### config.mk
export PLATFORM = sky130hd
export DESIGN_NAME = des_key_sched_iter
export DESIGN_NICKNAME = d
export VERILOG_FILES = /design/src/rtl/des_key_sched_iter.sv
export SDC_FILE = /design/constraint.sdc
export NUM_CORES = 1
export LEC_CHECK = 0
export ABC_AREA = 1
export BUFFER_PORTS_ARGS = -buffer_cell sky130_fd_sc_hd__buf_2
export CAP_MARGIN = 15
export CORE_UTILIZATION = 50
export CTS_BUF_LIST = sky130_fd_sc_hd__clkbuf_16
export CTS_CLUSTER_DIAMETER = 150
export DETAILED_ROUTE_END_ITERATION = 6
export PLACE_DENSITY = 0.72
export SLEW_MARGIN = 5
export SYNTH_ARGS = -nofsm -noshare
export SYNTH_HDL_FRONTEND = slang
export SYNTH_SLANG_ARGS = --single-unit
### constraint.sdc
create_clock -name clk -period 3.4 [get_ports clk]
set_clock_uncertainty 0.2 [all_clocks]
set_input_delay 0.51 -clock clk [delete_from_list [all_inputs] [get_ports clk]]
set_output_delay 0.51 -clock clk [all_outputs]
set_load 0.01 [all_outputs]
### src/rtl/des_key_sched_iter.sv
// Iterative DES key schedule: one 56-bit C/D register pair rotated in place,
// producing the 16 round subkeys one per valid/ready handshake, in either
// encrypt (K1..K16, left rotations) or decrypt (K16..K1, right rotations) order.
module des_key_sched_iter #(
    parameter int PARITY_CHECK = 0
) (
    input  logic        clk,
    input  logic        rst_n,
    input  logic [63:0] key_in,
    input  logic        key_valid,
    output logic        key_ready,
    input  logic        decrypt,
    output logic [47:0] sk_out,
    output logic [3:0]  sk_round,
    output logic        sk_last,
    output logic        sk_valid,
    input  logic        sk_ready,
    output logic        key_parity_err
);

    // FIPS 46-3 permuted choice tables, 1-based bit numbers (bit 1 = MSB).
    localparam int PC1 [56] = '{
        57, 49, 41, 33, 25, 17,  9,  1, 58, 50, 42, 34, 26, 18,
        10,  2, 59, 51, 43, 35, 27, 19, 11,  3, 60, 52, 44, 36,
        63, 55, 47, 39, 31, 23, 15,  7, 62, 54, 46, 38, 30, 22,
        14,  6, 61, 53, 45, 37, 29, 21, 13,  5, 28, 20, 12,  4
    };

    localparam int PC2 [48] = '{
        14, 17, 11, 24,  1,  5,  3, 28, 15,  6, 21, 10,
        23, 19, 12,  4, 26,  8, 16,  7, 27, 20, 13,  2,
        41, 52, 31, 37, 47, 55, 30, 40, 51, 45, 33, 48,
        44, 49, 39, 56, 34, 53, 46, 42, 50, 36, 29, 32
    };

    typedef enum logic [1:0] {
        S_IDLE,
        S_GEN,
        S_OUT
    } state_t;

    function automatic logic [55:0] f_pc1(input logic [63:0] k);
        logic [55:0] r;
        logic [5:0]  idx;
        r = '0;
        for (int unsigned i = 0; i < 56; i++) begin
            idx = 6'(64 - PC1[i]);
            r   = {r[54:0], k[idx]};
        end
        return r;
    endfunction

    function automatic logic [47:0] f_pc2(input logic [55:0] cd);
        logic [47:0] r;
        logic [5:0]  idx;
        r = '0;
        for (int unsigned i = 0; i < 48; i++) begin
            idx = 6'(56 - PC2[i]);
            r   = {r[46:0], cd[idx]};
        end
        return r;
    endfunction

    // Per-step rotation amount. Decrypt step 0 is a zero rotation because
    // K16 uses C0/D0 directly (the encrypt shifts sum to a full 28).
    function automatic logic [1:0] f_amt(input logic [3:0] n, input logic dir);
        logic       single;
        logic [1:0] a;
        single = (n == 4'd0) || (n == 4'd1) || (n == 4'd8) || (n == 4'd15);
        a      = single ? 2'd1 : 2'd2;
        if (dir && (n == 4'd0))
            a = 2'd0;
        return a;
    endfunction

    function automatic logic [27:0] f_rot(input logic [27:0] v, input logic [1:0] amt,
                                          input logic dir);
        logic [27:0] r;
        case ({dir, amt})
            3'b001:  r = {v[26:0], v[27]};
            3'b010:  r = {v[25:0], v[27:26]};
            3'b101:  r = {v[0], v[27:1]};
            3'b110:  r = {v[1:0], v[27:2]};
            default: r = v;
        endcase
        return r;
    endfunction

    state_t      r_state;
    state_t      w_state_nxt;
    logic        r_key_ready;
    logic        r_sk_valid;
    logic [27:0] r_c;
    logic [27:0] r_d;
    logic [3:0]  r_n;
    logic        r_dir;
    logic [47:0] r_sk;
    logic [3:0]  r_round;
    logic        r_last;
    logic        r_parity_err;

    logic        w_load;
    logic        w_step;
    logic        w_done;
    logic [55:0] w_pc1;
    logic [3:0]  w_rot_n;
    logic [1:0]  w_amt;
    logic [27:0] w_rot_c;
    logic [27:0] w_rot_d;
    logic [47:0] w_sk;
    logic [7:0]  w_byte_even;
    logic        w_parity_err;

    // Next-state decode and datapath strobes.
    always_comb begin
        w_state_nxt = r_state;
        w_load      = 1'b0;
        w_step      = 1'b0;
        w_done      = 1'b0;
        case (r_state)
            S_IDLE: begin
                if (key_valid) begin
                    w_load      = 1'b1;
                    w_state_nxt = S_GEN;
                end
            end
            S_GEN: begin
                w_step      = 1'b1;
                w_state_nxt = S_OUT;
            end
            S_OUT: begin
                if (sk_ready) begin
                    if (r_n == 4'd15) begin
                        w_done      = 1'b1;
                        w_state_nxt = S_IDLE;
                    end else begin
                        w_step = 1'b1;
                    end
                end
            end
            default: w_state_nxt = S_IDLE;
        endcase
    end

    // Rotation/PC-2 path; the GEN cycle uses step n, an advance uses step n+1.
    always_comb begin
        w_pc1   = f_pc1(key_in);
        w_rot_n = (r_state == S_GEN) ? r_n : (r_n + 4'd1);
        w_amt   = f_amt(w_rot_n, r_dir);
        w_rot_c = f_rot(r_c, w_amt, r_dir);
        w_rot_d = f_rot(r_d, w_amt, r_dir);
        w_sk    = f_pc2({w_rot_c, w_rot_d});
    end

    // Per-byte odd-parity check on the incoming key.
    always_comb begin
        w_byte_even = '0;
        for (int unsigned b = 0; b < 8; b++)
            w_byte_even[b] = ~(^key_in[b*8 +: 8]);
        w_parity_err = (PARITY_CHECK != 0) && (|w_byte_even);
    end

    // State register plus registered handshake outputs.
    always_ff @(posedge clk or negedge rst_n) begin
        if (!rst_n) begin
            r_state     <= S_IDLE;
            r_key_ready <= 1'b1;
            r_sk_valid  <= 1'b0;
        end else begin
            r_state     <= w_state_nxt;
            r_key_ready <= (w_state_nxt == S_IDLE);
            r_sk_valid  <= (w_state_nxt == S_OUT);
        end
    end

    // C/D, step counter and subkey output registers.
    always_ff @(posedge clk or negedge rst_n) begin
        if (!rst_n) begin
            r_c          <= '0;
            r_d          <= '0;
            r_n          <= '0;
            r_dir        <= 1'b0;
            r_sk         <= '0;
            r_round      <= '0;
            r_last       <= 1'b0;
            r_parity_err <= 1'b0;
        end else if (w_load) begin
            r_c          <= w_pc1[55:28];
            r_d          <= w_pc1[27:0];
            r_n          <= '0;
            r_dir        <= decrypt;
            r_parity_err <= w_parity_err;
        end else if (w_step) begin
            r_c     <= w_rot_c;
            r_d     <= w_rot_d;
            r_n     <= w_rot_n;
            r_sk    <= w_sk;
            r_round <= r_dir ? (4'd15 - w_rot_n) : w_rot_n;
            r_last  <= (w_rot_n == 4'd15);
        end else if (w_done) begin
            r_last <= 1'b0;
        end
    end

    assign key_ready      = r_key_ready;
    assign sk_valid       = r_sk_valid;
    assign sk_out         = r_sk;
    assign sk_round       = r_round;
    assign sk_last        = r_last;
    assign key_parity_err = r_parity_err;

endmodule

==> results.sh, run 1 <==
export IMPL_dp_cells=1355
export IMPL_start_kind="register"
export IMPL_ys_seq_elements=118
export IMPL_cp_num_buf_inv=4
export IMPL_clk_pin_slew_ns=0.06
export IMPL_synth_seq_area_share_pct=38.9
export IMPL_drtIter0Drc=811
export IMPL_cts_tree="yes"
export IMPL_total_power_mw=9.42
export IMPL_utilization_pct=60.4
export IMPL_finalMaxSlewViolations=0
export IMPL_fin_crit_ns=3.01
export IMPL_die_area_um2=15700
export IMPL_routed_via_density=5.65
export IMPL_rsz0062_at_grt="no"
export IMPL_ys_warn_count=0
export IMPL_nets=1265
export IMPL_fin_cells=1388
export IMPL_grt_max_degree=66
export IMPL_clk_path_buf_depth=2
export IMPL_place_area_um2=8250
export IMPL_grt_pass1_vias=7152
export IMPL_synth_nets=1190
export IMPL_syn_area_um2=7600
export IMPL_clock_sinks=118
export IMPL_dp_hpwl_um=13700
export IMPL_cap_violations=0
export IMPL_ant_nets=0
export IMPL_cts_resized=0
export IMPL_setup_slack_ns=0.393
export IMPL_postRouteWirelength_um=22000
export IMPL_worst_slew_pin_slew_ns=0.867
export IMPL_fillers=1383
export IMPL_finalHoldViolations=0
export IMPL_synth_edf_count=0
export IMPL_failed_checks="design-rule violations"
export IMPL_synth_avg_cell_area_um2=6.81
export IMPL_root_buffer="clkbuf_16"
export IMPL_vias=7844
export IMPL_peakVddDrop_mv=0.583
export IMPL_max_freq_ghz=0.333
export IMPL_crit_arrival_ns=3.17
export IMPL_drive_gt1_share_pct=15.8
export IMPL_n_antenna_cell=0
export IMPL_synth_main_ff_cell="dfrtp_1"
export IMPL_syn_inst=1116
export IMPL_first_pass_iters=7
export IMPL_crit_path_max_incr_delay_ns=0.65
export IMPL_wl_per_cell_um=15.9
export IMPL_synth_distinct_cells=29
export IMPL_placement_io_buffers=115
export IMPL_clock_latency_ns=0.43
export IMPL_cp_required_ns=3.56
export IMPL_relSlewSlack_pct=42.1
export IMPL_dpl_worst_slack_ns=0.461
export IMPL_antenna_found_initial=0
export IMPL_setup_violations=0
export IMPL_gp_congestion=0.866
export IMPL_start_util_pct=51.7
export IMPL_critPathMaxFanout=45
export IMPL_endpoint_kind="register"
export IMPL_crit_family="simple AND/OR/NAND/NOR gates"
export IMPL_crit_chain="inv_1, ha_1, inv_2, nand2_1, nand2_2, nand2_1, inv_1, nand3_1, nand2_1, inv_2, nand2_1, nor2_1, nor2_1, nand2_1, nand2_1, nand2_1"
export IMPL_coreArea_um2=14700
export IMPL_numCtsBuffers=17
export IMPL_p_leak_nw=5.01
export IMPL_p_per_area_nw_per_um2=1060
export IMPL_hp_class="primary input to register"
export IMPL_areaGrowthSynthToFinish_pct=16.9
export IMPL_drc=3
export IMPL_overflow=0
export IMPL_rows=44
export IMPL_pin_count=125
export IMPL_die_h_um=125
export IMPL_timing_final_crit_share_pct=88.5
export IMPL_track_usage_pct=29.0
export IMPL_die_w_um=125
export IMPL_final_area_um2=8880
export IMPL_path_class="register to register"
export IMPL_status="complete, but fails checks"
export IMPL_cts_htree_levels=4
export IMPL_async_flop_share_pct=100
export IMPL_setup_tns_ns=0
export IMPL_grt_pass1_wl_um=36300
export IMPL_crit_path_frequent_cell="nand2_1"
export IMPL_whs_ns=0.106
export IMPL_slowest_stage="inv_2"
==> placed cells by master, fill, tap and decap left out <==
cell	Yosys	layout
nand2_1	330	330
clkinv_1	2	5
clkbuf_16	0	17
o21ai_1	39	39
ha_1	5	5
nand2_2	6	6
nand3_2	3	3
buf_12	0	5
dfstp_2	1	1
inv_1	123	125
conb_1	1	1
inv_2	4	6
clkinv_2	0	2
nor2_1	15	15
a21oi_2	1	1
dlygate4sd3_1	0	1
o21ai_4	0	1
buf_4	10	19
buf_2	25	114
xor2_1	3	3
nand3_1	156	156
dfrtp_1	117	117
nor2_2	1	1
bufinv_16	0	5
o21ai_2	2	1
clkinvlp_4	0	1
o21bai_1	6	6
o22ai_1	4	4
o21ai_0	79	79
nand4_1	90	90
a21oi_1	37	37
o21bai_2	7	7
a211oi_1	1	1
==> per-layer routing <==
metal / routed length, um / GRT usage, %
met5: 0 / 0
met4: 480 / 10.9
met1: 9770 / 40.1
met2: 10100 / 44.8
met3: 1700 / 5.82
==> what timing repair did <==
action | in CTS | in global routing
setup buffers | 0 | 0
hold endpoints to repair | 47 | 0
hold buffers | 1 | 0
==> area by class of cell <==
cell class                 instances  area, um2  area share (%)
sequential                       118       2950            33.3
multi-input combinational        786       3770            42.5
tap                              184        230            2.59
inverter                         129        484            5.45
timing repair buffer             139        823            9.27
clock inverter                    15        194            2.18
clock buffer                      17        425            4.79
==> report_power, final <==
group / switching [mW] / total (mW) / leakage (nW) / internal, mW
Clock: 0.645 / 1.92 / 0.307 / 1.28
Sequential: 0.650 / 2.67 / 1.50 / 2.02
Combinational: 3.26 / 4.83 / 3.21 / 1.57
Total: 4.56 / 9.42 / 5.01 / 4.86
==> tightest hold or removal path, cell delays in order <==
cell and delay, ns:
buf_2 0.08, nand2_1 0.04, o21ai_0 0.06
==> Yosys cell counts, types with 6 or more instances <==
master | n | area, um2
buf_1 | 8 | 30.0
nor2_1 | 15 | 56.3
o21bai_2 | 7 | 78.8
inv_1 | 123 | 462
nand2_2 | 6 | 37.5
buf_2 | 25 | 125
nand3_1 | 156 | 781
nand4_1 | 90 | 563
o21bai_1 | 6 | 45.0
clkbuf_1 | 38 | 143
dfrtp_1 | 117 | 2930
buf_4 | 10 | 75.1
o21ai_1 | 39 | 195
o21ai_0 | 79 | 395
a21oi_1 | 37 | 185
nand2_1 | 330 | 1240
==> flip-flops by register name, indices dropped and copies added, names as in the netlist <==
register	count
r_state	2
sk_valid	1
r_d	28
sk_round	4
r_n	4
key_ready	1
r_c	28
r_dir	1
sk_last	1
sk_out	48
==> worst paths after layout <==
check | start | end | slack, ns | depth (start not counted)
max | r_state[1] | r_c[11] | 0.39 | 16
min | decrypt | r_dir | 0.11 | 3
max reg2reg | r_state[1] | r_c[11] | 0.39 | 16
min reg2reg | sk_out[31] | sk_out[31] | 0.27 | 2
max in group asynchronous | rst_n | r_c[2] | 1.69 | 3
min in group asynchronous | rst_n | sk_valid | 0.48 | 2
==> logic make-up (layout without fill, tap and decap cells) <==
logic type	after synthesis	after routing	synth area share, %
AND/OR/NAND/NOR	601	601	35.7
buffers and inverters	212	300	11.6
AO/OA/AOI/OAI	176	176	12.6
flip-flops	118	118	38.9
adder cells (fa/ha/maj)	5	5	0.823
XOR/XNOR	3	3	0.346
other	1	1	0.0494
Power figures use the tool's default switching activity.
==> run 2: changes to the inputs <==
--- a/config.mk
+++ b/config.mk
@@ -8,11 +8,13 @@
 export ABC_AREA = 1
 export BUFFER_PORTS_ARGS = -buffer_cell sky130_fd_sc_hd__buf_2
 export CAP_MARGIN = 15
-export CORE_UTILIZATION = 50
+export CELL_PAD_IN_SITES_DETAIL_PLACEMENT = 0
+export CELL_PAD_IN_SITES_GLOBAL_PLACEMENT = 1
+export CORE_UTILIZATION = 44
 export CTS_BUF_LIST = sky130_fd_sc_hd__clkbuf_16
 export CTS_CLUSTER_DIAMETER = 150
 export DETAILED_ROUTE_END_ITERATION = 6
-export PLACE_DENSITY = 0.72
+export PLACE_DENSITY_LB_ADDON = 0.1
 export SLEW_MARGIN = 5
 export SYNTH_ARGS = -nofsm -noshare
 export SYNTH_HDL_FRONTEND = slang
==> results.sh, run 2 (synthesis gave the netlist of run 1 again) <==
export IMPL_status="completed"
export IMPL_fillers=1728
export IMPL_clk_pin_slew_ns=0.06
export IMPL_setup_slack_ns=0.276
export IMPL_crit_path_frequent_cell="nand2_1"
export IMPL_peakVddDrop_mv=0.642
export IMPL_timing_final_crit_share_pct=91.9
export IMPL_fin_crit_ns=3.12
export IMPL_cts_htree_levels=4
export IMPL_rows=47
export IMPL_dp_hpwl_um=14500
export IMPL_cts_tree="yes"
export IMPL_grt_pass1_vias=7130
export IMPL_areaGrowthSynthToFinish_pct=16.9
export IMPL_p_leak_nw=4.99
export IMPL_die_w_um=133
export IMPL_cp_required_ns=3.56
export IMPL_endpoint_kind="register"
export IMPL_coreArea_um2=16700
export IMPL_largest_register_ffs=48
export IMPL_worst_slew_pin_slew_ns=0.939
export IMPL_p_sw_share_pct=49.8
export IMPL_crit_chain="inv_1, ha_1, nor2_1, nand2_1, nand2_1, nand2_2, nand3_1, nand2_1, inv_2, nand2_1, nor2_1, nor2_1, nand2_1, nand2_1, nand2_1"
export IMPL_cap_violations=0
export IMPL_wl_per_cell_um=16.6
export IMPL_placement_io_buffers=115
export IMPL_track_usage_pct=27.1
export IMPL_grt_max_degree=97
export IMPL_vias=7805
export IMPL_path_class="register to register"
export IMPL_postRouteWirelength_um=23700
export IMPL_dpl_worst_slack_ns=0.364
export IMPL_p_sw_mw=4.68
export IMPL_numCtsBuffers=17
export IMPL_finalHoldViolations=0
export IMPL_crit_arrival_ns=3.28
export IMPL_crit_family="simple AND/OR/NAND/NOR gates"
export IMPL_pin_count=125
export IMPL_p_int_mw=4.73
export IMPL_antenna_found_initial=0
export IMPL_die_area_um2=17800
export IMPL_relSlewSlack_pct=37.3
export IMPL_grt_pass1_wl_um=38000
export IMPL_critPathMaxFanout=45
export IMPL_pwr_share_seq_pct=28.4
export IMPL_p_comb_share_pct=52.5
export IMPL_routed_via_density=5.49
export IMPL_hp_class="primary input to register"
export IMPL_p_per_area_nw_per_um2=1060
export IMPL_fin_cells=1422
export IMPL_rsz0062_at_grt="no"
export IMPL_drtIter0Drc=725
export IMPL_start_util_pct=45.5
export IMPL_cp_num_buf_inv=2
export IMPL_start_kind="register"
export IMPL_n_antenna_cell=0
export IMPL_nets=1264
export IMPL_clock_sinks=118
export IMPL_crit_path_max_incr_delay_ns=0.69
export IMPL_first_pass_iters=5
export IMPL_overflow=0
export IMPL_setup_violations=0
export IMPL_finalMaxSlewViolations=0
export IMPL_dp_cells=1390
export IMPL_die_h_um=133
export IMPL_pwr_share_clk_pct=19.1
export IMPL_gp_congestion=0.810
export IMPL_root_buffer="clkbuf_16"
export IMPL_ant_nets=0
export IMPL_clock_latency_ns=0.43
export IMPL_layout_common_cells="330 x nand2_1, 156 x nand3_1, 125 x inv_1, 117 x dfrtp_1, 114 x buf_2"
export IMPL_clk_path_buf_depth=2
export IMPL_final_common_cell="nand2_1"
export IMPL_setup_tns_ns=0
export IMPL_drc=0
export IMPL_slowest_stage="inv_2"
export IMPL_max_freq_ghz=0.320
export IMPL_drive_gt1_share_pct=15.8
-- run 2: power groups by stage --
stage / sequential, mW / combinational (mW) / clock [mW]
2_1_floorplan: 2.59 / 3.54 / 0
3_3_place_gp: 2.67 / 4.83 / 0
3_5_place_dp: 2.65 / 4.90 / 0
4_1_cts: 2.65 / 4.92 / 1.82
5_1_grt: 2.74 / 5.56 / 1.87
6_report: 2.67 / 4.94 / 1.80
-- run 2: repair_timing --
item                                   4_1_cts  5_1_grt
endpoints found under the hold margin       29        0
buffers inserted                             0        0
hold buffers                                 1        0
gates resized for setup                      0        0
-- run 2: layout make-up --
| type | count | area (um2) | area share (%) |
|---|---|---|---|
| sequential | 118 | 2950 | 33.3 |
| tap | 220 | 275 | 3.10 |
| clock buffer | 17 | 425 | 4.79 |
| multi-input combinational | 786 | 3770 | 42.5 |
| inverter | 129 | 484 | 5.45 |
| clock inverter | 14 | 144 | 1.62 |
| timing repair buffer | 138 | 828 | 9.33 |
-- run 2: per-layer routing --
metal / GRT usage (%) / vias up / wire [um]
li1: - / 3846 / -
met1: 38.7 / 3654 / 11300
met2: 41.9 / 274 / 10800
met3: 3.96 / 31 / 1250
met4: 9.03 / 0 / 362
met5: 0 / - / 0
-- run 2: final timing paths --
check,end,start,cells after the start,slack (ns)
setup / recovery,r_c[11],r_state[1],15,0.28
hold / removal,r_dir,decrypt,3,0.13
setup reg to reg,r_c[11],r_state[1],15,0.28
hold reg to reg,sk_round[0],sk_round[0],2,0.27
max in group asynchronous,r_d[16],rst_n,3,1.79
min in group asynchronous,sk_out[45],rst_n,2,0.51
-- run 2: worst reg2reg max path, stage by stage, from the launching register on --
cell and delay (ns):
dfrtp_1 0.39, inv_1 0.08, ha_1 0.23, nor2_1 0.16
nand2_1 0.07, nand2_1 0.07, nand2_2 0.12, nand3_1 0.10
nand2_1 0.08, inv_2 0.69, nand2_1 0.41, nor2_1 0.17
nor2_1 0.06, nand2_1 0.05, nand2_1 0.11, nand2_1 0.08
-- run 2: through the flow --
step | hold slack (ns) | cell area (um2) | util (%) | total power [mW]
after global routing | 0.148 | 8880 | 53.2 | 10.2
after detailed placement | 0.260 | 8300 | 49.7 | 7.55
after floorplan | 0.0144 | 7600 | - | 6.13
after CTS | 0.118 | 8880 | 53.2 | 9.38
after global placement | 0.257 | 8300 | 49.7 | 7.50
final | 0.127 | 8880 | 53.2 | 9.41
==> run 3: changes to the inputs <==
--- a/config.mk
+++ b/config.mk
@@ -15,6 +15,7 @@
 export CTS_CLUSTER_DIAMETER = 150
 export DETAILED_ROUTE_END_ITERATION = 6
 export PLACE_DENSITY_LB_ADDON = 0.1
+export RECOVER_POWER = 50
 export SLEW_MARGIN = 5
 export SYNTH_ARGS = -nofsm -noshare
 export SYNTH_HDL_FRONTEND = slang
==> results.sh, run 3 (synthesis gave the netlist of run 1 again) <==
export IMPL_reg2reg_slack_ns=0.31
export IMPL_fin_crit_ns=3.09
export IMPL_cp_endpoint="r_c[11]"
export IMPL_n_antenna_cell=0
export IMPL_slowest_stage="inv_2"
export IMPL_setup_tns_ns=0
export IMPL_drive_gt1_share_pct=11.1
export IMPL_crit_chain="inv_1, ha_1, nor2_1, nand2_1, nand2_1, nand2_2, nand3_1, nand2_1, inv_2, nand2_1, nor2_1, nor2_1, nand2_1, nand2_1, nand2_1"
export IMPL_worstReg2RegEnd="r_c[11]"
export IMPL_setup_violations=0
export IMPL_post_cts_buffers=0
export IMPL_root_buffer="clkbuf_16"
export IMPL_drtIter0Drc=690
export IMPL_drt_met1_wl_um=11200
export IMPL_clk_pin_slew_ns=0.06
export IMPL_cts_hold_buf=1
export IMPL_first_pass_iters=5
export IMPL_die_w_um=133
export IMPL_start_kind="register"
export IMPL_clock_sinks=118
export IMPL_relSlewSlack_pct=-0.647
export IMPL_critPathMaxFanout=45
export IMPL_clock_latency_ns=0.43
export IMPL_setup_slack_ns=0.311
export IMPL_p_per_area_nw_per_um2=1060
export IMPL_finalHoldViolations=0
export IMPL_cts_tree="yes"
export IMPL_ant_nets=0
export IMPL_pwr_share_seq_pct=28.6
export IMPL_drc=0
export IMPL_worst_slew_pin_slew_ns=1.51
export IMPL_p_sw_share_pct=50.1
export IMPL_endpoint_kind="register"
export IMPL_coreArea_um2=16700
export IMPL_antenna_found_initial=0
export IMPL_met3_length_um=1310
export IMPL_clk_path_buf_depth=2
export IMPL_path_depth=15
export IMPL_final_common_cell="nand2_1"
export IMPL_dp_hpwl_um=14500
export IMPL_rsz0062_at_grt="no"
export IMPL_crit_family="simple AND/OR/NAND/NOR gates"
export IMPL_failed_checks="max-capacitance violations, max-slew violations"
export IMPL_p_int_mw=4.66
export IMPL_cp_required_ns=3.56
export IMPL_p_sw_mw=4.69
export IMPL_areaGrowthSynthToFinish_pct=15.9
export IMPL_cap_violations=1
export IMPL_timing_final_crit_share_pct=90.8
export IMPL_die_area_um2=17800
export IMPL_grt_pass1_wl_um=38000
export IMPL_pin_count=125
export IMPL_cts_htree_levels=4
export IMPL_pwr_share_clk_pct=19.3
export IMPL_numCtsBuffers=17
export IMPL_nets=1264
export IMPL_max_freq_ghz=0.324
export IMPL_dpl_worst_slack_ns=0.364
export IMPL_rows=47
export IMPL_largest_register_ffs=48
export IMPL_hp_class="primary input to register"
export IMPL_overflow=0
export IMPL_wl_per_cell_um=16.7
export IMPL_crit_arrival_ns=3.25
export IMPL_grt_max_degree=97
export IMPL_crit_path_frequent_cell="nand2_1"
export IMPL_vias=7836
export IMPL_path_class="register to register"
export IMPL_timing_rr_start="r_state[1]"
export IMPL_p_comb_share_pct=52.1
export IMPL_p_leak_nw=4.78
export IMPL_status="complete, but fails checks"
export IMPL_wl_met2_um=10800
export IMPL_placement_io_buffers=115
export IMPL_grt_pass1_vias=7130
export IMPL_cp_num_buf_inv=2
export IMPL_track_usage_pct=27.1
export IMPL_top_layer="met4"
export IMPL_rr_worst_depth=15
export IMPL_start_util_pct=45.5
export IMPL_cts_resized=0
export IMPL_routed_via_density=5.51
export IMPL_peakVddDrop_mv=0.642
export IMPL_crit_path_start="r_state[1]"
export IMPL_die_h_um=133
export IMPL_layout_common_cells="330 x nand2_1, 156 x nand3_1, 125 x inv_1, 117 x dfrtp_1, 90 x nand4_1"
export IMPL_crit_path_max_incr_delay_ns=0.67
export IMPL_postRouteWirelength_um=23700
export IMPL_gp_congestion=0.810
export IMPL_finalMaxSlewViolations=55
-- run 3: cell count changes in the layout (fill, tap and decap cells not counted), sizes merged --
cell / delta
clkbuf: +57
buf: -57
-- run 3: tightest hold or removal path: cells and delay by family --
family,cells,cell delay [ns]
and+or+nand+nor,1,0.05
AOI/OAI and AO/OA,1,0.07
buffers and inverters,1,0.08
-- run 3: per-layer routing --
metal	up-vias	global-route usage, %
met1	3690	38.7
met4	0	9.03
met3	32	3.96
met2	270	41.9
met5	-	0
li1	3844	-
-- run 3: area by class of cell --
| cell class | instances | area (um2) |
|---|---|---|
| Inverter | 129 | 484 |
| Clock buffer | 17 | 425 |
| Sequential cell | 118 | 2950 |
| Multi-Input combinational cell | 786 | 3770 |
| Tap cell | 220 | 275 |
| Clock inverter | 14 | 144 |
| Timing Repair Buffer | 138 | 751 |
| Fill cell | 1751 | 7900 |
-- run 3: worst min-delay path by stage --
| stage | start | end | slack, ns | cells past startpoint |
|---|---|---|---|---|
| finish | decrypt | r_dir | 0.12 | 3 |
| global route | decrypt | r_dir | 0.15 | 3 |
| CTS | decrypt | r_dir | 0.12 | 3 |
| detailed placement | sk_out[15] | sk_out[15] | 0.26 | 2 |
| global placement | sk_out[11] | sk_out[11] | 0.26 | 2 |
| floorplan | rst_n | r_c[0] | 0.01 | 0 |
-- run 3: stage by stage --
step                area, um2  util [%]  cells  power, mW  hold slack (ns)
floorplan                7600         -   1116       6.13           0.0144
global placement         8300      49.7   1390       7.50            0.257
detailed placement       8300      49.7   1390       7.55            0.260
CTS                      8880      53.2   1422       9.38            0.118
global route             8800      52.7   1422       10.1            0.148
finish                   8800      52.7   1422       9.35            0.124
-- run 3: power groups by stage --
stage	combinational (mW)	sequential, mW	clock (mW)
final	4.87	2.68	1.80
after global routing	5.49	2.75	1.87
after CTS	4.92	2.65	1.82
after detailed placement	4.90	2.65	0
after global placement	4.83	2.67	0
after floorplan	3.54	2.59	0
